`src/rtl/calib_if.sv`:
```
// calib_if: sample/LED bundle between the blob tracker front end and calib_ctrl.
//   master : drives start, valid, x, y, dir_leds; receives leds, calibrated, cal_x, cal_y
//   slave  : calib_ctrl side (mirror of master)
interface calib_if;
    logic       start;       // one-cycle pulse: begin/restart calibration
    logic       valid;       // one-cycle strobe: x/y valid
    logic [9:0] x;           // blob column
    logic [9:0] y;           // blob row, 1023 = no blob
    logic [4:0] dir_leds;    // direction LED levels, bit0=LED1
    logic [4:0] leds;        // board LEDs, bit0=LED1
    logic       calibrated;  // high while locked
    logic [9:0] cal_x;       // latched calibration column
    logic [9:0] cal_y;       // latched calibration row

    modport master (
        output start, valid, x, y, dir_leds,
        input  leds, calibrated, cal_x, cal_y
    );

    modport slave (
        input  start, valid, x, y, dir_leds,
        output leds, calibrated, cal_x, cal_y
    );
endinterface

```
`src/rtl/calib_ctrl.sv`:
```
// calib_ctrl: calibration sequencer for the IR camera blob tracker.
// Guides the user into the centre window, requires HOLD_SAMPLES consecutive
// in-window samples to lock, latches the locking sample as the calibration
// point, and drops lock after LOST_SAMPLES consecutive no-blob samples.
// Ports:
//   clk   : system clock
//   reset : synchronous, active-high reset
//   bus   : calib_if.slave (start/valid/x/y/dir_leds in; leds/calibrated/cal_x/cal_y out)
// All outputs are registered.
module calib_ctrl #(
    parameter int unsigned MID_X         = 512,
    parameter int unsigned MID_Y         = 384,
    parameter int unsigned CENT_D        = 250,
    parameter int unsigned HOLD_SAMPLES  = 60,
    parameter int unsigned LOST_SAMPLES  = 8,
    parameter int unsigned BLINK_SAMPLES = 8
) (
    input logic     clk,
    input logic     reset,
    calib_if.slave  bus
);
    typedef enum logic [1:0] {IDLE, SEEK, HOLD, LOCKED} state_e;

    localparam logic [10:0] MX     = 11'(MID_X);
    localparam logic [10:0] MY     = 11'(MID_Y);
    localparam logic [10:0] CD     = 11'(CENT_D);
    localparam logic [10:0] HI_X   = 11'(MID_X + CENT_D);
    localparam logic [10:0] HI_Y   = 11'(MID_Y + CENT_D);
    localparam logic [9:0]  HOLD_N = 10'(HOLD_SAMPLES);
    localparam logic [7:0]  LOST_N = 8'(LOST_SAMPLES);
    localparam logic [7:0]  BLNK_N = 8'(BLINK_SAMPLES);

    state_e     state_q, state_d;
    logic [9:0] hold_cnt_q, hold_cnt_d;
    logic [7:0] lost_cnt_q, lost_cnt_d;
    logic [7:0] blink_cnt_q, blink_cnt_d;
    logic       blink_q, blink_d;
    logic [4:0] leds_q, leds_d;
    logic       cal_q, cal_d;
    logic [9:0] cal_x_q, cal_x_d;
    logic [9:0] cal_y_q, cal_y_d;

    logic       present, in_win;
    logic [9:0] hold_nxt;
    logic [7:0] lost_nxt, blink_nxt;
    logic [10:0] x11, y11;

    assign x11     = {1'b0, bus.x};
    assign y11     = {1'b0, bus.y};
    assign present = bus.valid & (bus.y != 10'h3FF);
    // The lower bound is tested as x + D > MID so nothing wraps when MID < D.
    assign in_win  = present
                   & ((x11 + CD) > MX) & (x11 < HI_X)
                   & ((y11 + CD) > MY) & (y11 < HI_Y);

    // Saturating increments.
    assign hold_nxt  = (hold_cnt_q  == HOLD_N) ? hold_cnt_q  : hold_cnt_q  + 10'd1;
    assign lost_nxt  = (lost_cnt_q  == LOST_N) ? lost_cnt_q  : lost_cnt_q  + 8'd1;
    assign blink_nxt = (blink_cnt_q == BLNK_N) ? blink_cnt_q : blink_cnt_q + 8'd1;

    always_comb begin
        state_d     = state_q;
        hold_cnt_d  = hold_cnt_q;
        lost_cnt_d  = lost_cnt_q;
        blink_cnt_d = blink_cnt_q;
        blink_d     = blink_q;
        cal_x_d     = cal_x_q;
        cal_y_d     = cal_y_q;

        if (bus.start) begin
            // start beats a coincident sample; cal_x/cal_y are kept.
            state_d     = SEEK;
            hold_cnt_d  = '0;
            lost_cnt_d  = '0;
            blink_cnt_d = '0;
            blink_d     = 1'b0;
        end else if (bus.valid) begin
            case (state_q)
                SEEK: begin
                    if (in_win) begin
                        if (HOLD_N == 10'd1) begin
                            // Entering sample already satisfies the hold count.
                            state_d = LOCKED;
                            cal_x_d = bus.x;
                            cal_y_d = bus.y;
                        end else begin
                            state_d     = HOLD;
                            hold_cnt_d  = 10'd1;
                            blink_cnt_d = '0;
                            blink_d     = 1'b1;
                        end
                    end
                end
                HOLD: begin
                    if (in_win) begin
                        if (hold_nxt == HOLD_N) begin
                            state_d     = LOCKED;
                            cal_x_d     = bus.x;
                            cal_y_d     = bus.y;
                            hold_cnt_d  = '0;
                            blink_cnt_d = '0;
                            blink_d     = 1'b0;
                        end else begin
                            hold_cnt_d = hold_nxt;
                            if (blink_nxt == BLNK_N) begin
                                blink_d     = ~blink_q;
                                blink_cnt_d = '0;
                            end else begin
                                blink_cnt_d = blink_nxt;
                            end
                        end
                    end else begin
                        state_d     = SEEK;
                        hold_cnt_d  = '0;
                        blink_cnt_d = '0;
                        blink_d     = 1'b0;
                    end
                end
                LOCKED: begin
                    if (present) begin
                        lost_cnt_d = '0;
                    end else if (lost_nxt == LOST_N) begin
                        state_d    = SEEK;
                        lost_cnt_d = '0;
                    end else begin
                        lost_cnt_d = lost_nxt;
                    end
                end
                default: ;  // IDLE ignores samples until start
            endcase
        end

        // LED mux keyed on the next state so leds land with the state change.
        case (state_d)
            SEEK:    leds_d = bus.dir_leds;
            HOLD:    leds_d = {blink_d, 4'b0000};
            LOCKED:  leds_d = 5'b10000;
            default: leds_d = 5'b00000;
        endcase
        cal_d = (state_d == LOCKED);
    end

    always_ff @(posedge clk) begin
        if (reset) begin
            state_q     <= IDLE;
            hold_cnt_q  <= '0;
            lost_cnt_q  <= '0;
            blink_cnt_q <= '0;
            blink_q     <= 1'b0;
            leds_q      <= '0;
            cal_q       <= 1'b0;
            cal_x_q     <= '0;
            cal_y_q     <= '0;
        end else begin
            state_q     <= state_d;
            hold_cnt_q  <= hold_cnt_d;
            lost_cnt_q  <= lost_cnt_d;
            blink_cnt_q <= blink_cnt_d;
            blink_q     <= blink_d;
            leds_q      <= leds_d;
            cal_q       <= cal_d;
            cal_x_q     <= cal_x_d;
            cal_y_q     <= cal_y_d;
        end
    end

    assign bus.leds       = leds_q;
    assign bus.calibrated = cal_q;
    assign bus.cal_x      = cal_x_q;
    assign bus.cal_y      = cal_y_q;
endmodule

```
`src/flat_wrapper.sv`:
```
// flat-port wrapper written by rule: the top's interface ports become plain ports
module calib_ctrl_flat 
#(
    parameter int unsigned MID_X         = 512,
    parameter int unsigned MID_Y         = 384,
    parameter int unsigned CENT_D        = 250,
    parameter int unsigned HOLD_SAMPLES  = 60,
    parameter int unsigned LOST_SAMPLES  = 8,
    parameter int unsigned BLINK_SAMPLES = 8
)
  (clk, reset, bus_start, bus_valid, bus_x, bus_y, bus_dir_leds, bus_leds, bus_calibrated, bus_cal_x, bus_cal_y);
  calib_if bus_i ();
  input logic clk;
  input logic reset;
  input wire logic [$bits(bus_i.start)-1:0] bus_start;
  input wire logic [$bits(bus_i.valid)-1:0] bus_valid;
  input wire logic [$bits(bus_i.x)-1:0] bus_x;
  input wire logic [$bits(bus_i.y)-1:0] bus_y;
  input wire logic [$bits(bus_i.dir_leds)-1:0] bus_dir_leds;
  output wire logic [$bits(bus_i.leds)-1:0] bus_leds;
  output wire logic [$bits(bus_i.calibrated)-1:0] bus_calibrated;
  output wire logic [$bits(bus_i.cal_x)-1:0] bus_cal_x;
  output wire logic [$bits(bus_i.cal_y)-1:0] bus_cal_y;
  assign bus_i.start = bus_start;
  assign bus_i.valid = bus_valid;
  assign bus_i.x = bus_x;
  assign bus_i.y = bus_y;
  assign bus_i.dir_leds = bus_dir_leds;
  assign bus_leds = bus_i.leds;
  assign bus_calibrated = bus_i.calibrated;
  assign bus_cal_x = bus_i.cal_x;
  assign bus_cal_y = bus_i.cal_y;
  calib_ctrl #(.MID_X(MID_X), .MID_Y(MID_Y), .CENT_D(CENT_D), .HOLD_SAMPLES(HOLD_SAMPLES), .LOST_SAMPLES(LOST_SAMPLES), .BLINK_SAMPLES(BLINK_SAMPLES)) u_core (.clk(clk), .reset(reset), .bus(bus_i));
endmodule
```
`config.mk`:
```
export PLATFORM = sky130hd
export DESIGN_NAME = calib_ctrl_flat
export DESIGN_NICKNAME = d
export VERILOG_FILES = /design/src/rtl/calib_if.sv /design/src/rtl/calib_ctrl.sv /design/src/flat_wrapper.sv
export SDC_FILE = /design/constraint.sdc
export NUM_CORES = 1
export LEC_CHECK = 0
export CORE_ASPECT_RATIO = 0.75
export CORE_MARGIN = 3
export CORE_UTILIZATION = 50
export CTS_CLUSTER_DIAMETER = 120
export CTS_CLUSTER_SIZE = 24
export DETAILED_ROUTE_END_ITERATION = 12
export GPL_ROUTABILITY_DRIVEN = 0
export GPL_TIMING_DRIVEN = 1
export PLACE_DENSITY_LB_ADDON = 0.25
export SYNTH_ARGS = -nofsm -noshare
export SYNTH_HDL_FRONTEND = slang
export SYNTH_SLANG_ARGS = --single-unit
```
`constraint.sdc`:
```
create_clock -name clk -period 3.2 [get_ports clk]
set_input_delay 0.48 -clock clk [delete_from_list [all_inputs] [get_ports clk]]
set_output_delay 0.48 -clock clk [all_outputs]
set_load 0.005 [all_outputs]
```
==> results.sh <==
export IMPL_outcome="finished, final reports clean"
export IMPL_layout_nets=514
export IMPL_grt_ovfl_total=0
export IMPL_critPathCaptureType="flop"
export IMPL_syn_avg_cell_area_um2=8.01
export IMPL_min_period_ps=2910
export IMPL_synth_cell_types=64
export IMPL_postRouteAntennaNets=0
export IMPL_rsz0062_at_grt="no"
export IMPL_r2r_end="u_core.hold_cnt_q[5]"
export IMPL_start_kind="flop"
export IMPL_timing_fmax_mhz=344
export IMPL_finalInstanceArea_um2=4110
export IMPL_antenna_cells=0
export IMPL_rows=25
export IMPL_io_pins=55
export IMPL_reg2reg_setup_slack_ps=290
export IMPL_cts_sinks=55
export IMPL_crit_type="flop to flop"
export IMPL_yosys_area_top_type_share_pct=33.0
export IMPL_synth_cell_area_um2=3340
export IMPL_highest_layer="met4"
export IMPL_grt_pass1_vias=3127
export IMPL_synthTopCellsByCount="nor2_1, dfxtp_1, a21oi_1"
export IMPL_worstPathArrival_ps=3120
export IMPL_port_buffers=54
export IMPL_vdd_ir_drop_max_uv=189
export IMPL_synthArstFlopShare_pct=0
export IMPL_vias_per_cell=5.96
export IMPL_syn_nets=459
export IMPL_clkLatencyLatePin_ps=320
export IMPL_hold_viol_final=0
export IMPL_ys_seq_area_share_pct=33.0
export IMPL_synthTopCellsByArea="dfxtp_1, mux2i_1, nor2_1"
export IMPL_track_usage_pct=23.2
export IMPL_path_clk_slew_ps=100
export IMPL_powerDensity_nw_per_um2=306
export IMPL_slew_headroom_pct=68.1
export IMPL_cts_resized=0
export IMPL_wire_per_inst_um=15.7
export IMPL_clock_root_buffer="clkbuf_8"
export IMPL_start_util_pct=52.3
export IMPL_finalHoldWorstSlack_ps=508
export IMPL_worstPathMaxFanout=19
export IMPL_postCtsSetupBuffers=0
export IMPL_met3_length_um=562
export IMPL_drtPass1Iterations=4
export IMPL_cts_made_buffers=5
export IMPL_grt_pass1_wl_um=14900
export IMPL_yosysTopAreaCell="dfxtp_1"
export IMPL_drc=0
export IMPL_drive_above_1_share_pct=5.92
export IMPL_setup_viol=0
export IMPL_cts_path_max_buffers=2
export IMPL_dp_hpwl_um=6450
export IMPL_die_w_um=100
export IMPL_worst_clock_skew_ps=11.0
export IMPL_utilization_pct=64.4
export IMPL_report_power_total_mw=1.26
export IMPL_wl_met1_um=4210
export IMPL_grt_max_degree=27
export IMPL_yosysMostFrequentCell="nor2_1"
export IMPL_worstPathRequired_ps=3410
export IMPL_holdBufCountCts=0
export IMPL_hp_class="flop to flop"
export IMPL_synthFlopType="dfxtp_1"
export IMPL_critPathLaunch="u_core.hold_cnt_q[1]"
export IMPL_die_area_um2=7700
export IMPL_finalCritPeriodShare_pct=90.8
export IMPL_core_um2=6380
export IMPL_r2r_start="u_core.hold_cnt_q[1]"
export IMPL_drv_cap=0
export IMPL_worstRegToRegCells=10
export IMPL_synth_edf_count=0
export IMPL_yosys_warnings=0
export IMPL_cts_tree="done"
export IMPL_synthCells=417
export IMPL_htreeDepth=2
export IMPL_ys_ff_latch=55
export IMPL_p_leak_nw=1.64
export IMPL_num_vias=3300
export IMPL_routed_wl_um=8690
export IMPL_tightest_slew_ps=477
export IMPL_cp_endpoint="u_core.hold_cnt_q[5]"
export IMPL_area_growth_pct=23.2
export IMPL_antenna_found_initial=0
export IMPL_drv_slew=0
export IMPL_die_h_um=76.8
export IMPL_drt_iter0_drc=237
export IMPL_wl_met2_um=3850
export IMPL_post_dp_cell_area_um2=4020
-- how the worst min path moves through the flow --
stage / startpoint / slack (ps) / to / depth (start not counted)
finish: u_core.bus.cal_y[6] / 510 / u_core.bus.cal_y[6] / 2
global placement: u_core.bus.cal_x[4] / 470 / u_core.bus.cal_x[4] / 2
global route: u_core.bus.cal_x[4] / 540 / u_core.bus.cal_x[4] / 2
floorplan: u_core.lost_cnt_q[1] / 470 / u_core.lost_cnt_q[1] / 2
CTS: u_core.bus.cal_x[0] / 510 / u_core.bus.cal_x[0] / 2
detailed placement: u_core.bus.cal_y[6] / 490 / u_core.bus.cal_y[6] / 2
-- cells in the final DEF, fill, tap and decap left out, types with 14 or more instances in the layout --
cell type        count
nand3_1             17
nor2_1              59
a21oi_1             31
clkdlybuf4s50_1     54
and3_1              14
nand2_1             25
o21ai_1             16
dfxtp_1             55
mux2i_1             23
-- power breakdown --
part	leakage (nW)	internal [mW]	switching, mW
Sequential	0.444	0.689	0.00336
Combinational	1.15	0.0732	0.0739
Clock	0.0484	0.178	0.241
-- metrics by stage --
stage | setup TNS, ps | setup slack (ps) | std cells
floorplan | 0 | 501 | 417
global placement | 0 | 68.8 | 546
detailed placement | -31.9 | -11.1 | 546
CTS | 0 | 318 | 554
global route | 0 | 107 | 554
finish | 0 | 294 | 554
-- per-layer routing --
layer / global-route usage [%] / up-vias
met4: 4.98 / 0
met1: 34.0 / 1552
met3: 5.27 / 8
li1: - / 1634
met2: 34.5 / 106
met5: 0 / -
-- critical path: stages, from the launching register on --
cell and delay (ps):
dfxtp_1 500, ha_1 410, and3_1 280, and3_1 200
o211a_1 160, or3b_4 400, nand3_1 90, buf_4 230
inv_1 190, o31a_1 140, o221a_1 210
-- cell families (layout without fill, tap and decap cells) --
kind of cell             after synthesis  in the layout  synth area share (%)
AO/OA/AOI/OAI                         99             99                  19.5
XOR/XNOR                               7              7                  1.84
adder cells (fa/ha/maj)               13             13                  4.87
buffers and inverters                 34             90                  4.50
flip-flops                            55             55                  33.0
multiplexers                          24             24                  7.23
AND/OR/NAND/NOR                      185            185                  29.1
-- state kept, by name, indices dropped and copies added (netlist names) --
register,cells
u_core.bus.cal_x,10
u_core.bus.cal_y,10
u_core.hold_cnt_q,10
u_core.blink_cnt_q,8
u_core.lost_cnt_q,8
u_core.bus.leds,5
u_core.state_q,2
u_core.blink_q,1
u_core.bus.calibrated,1
-- final cells by class --
type / count / area [um2]
multi-input combinational: 328 / 2090
fill: 558 / 2270
clock buffer: 7 / 86.3
tap: 81 / 101
timing repair buffer: 69 / 678
inverter: 13 / 48.8
sequential: 55 / 1100
clock inverter: 1 / 8.76
(Power assumes the default switching activity.)
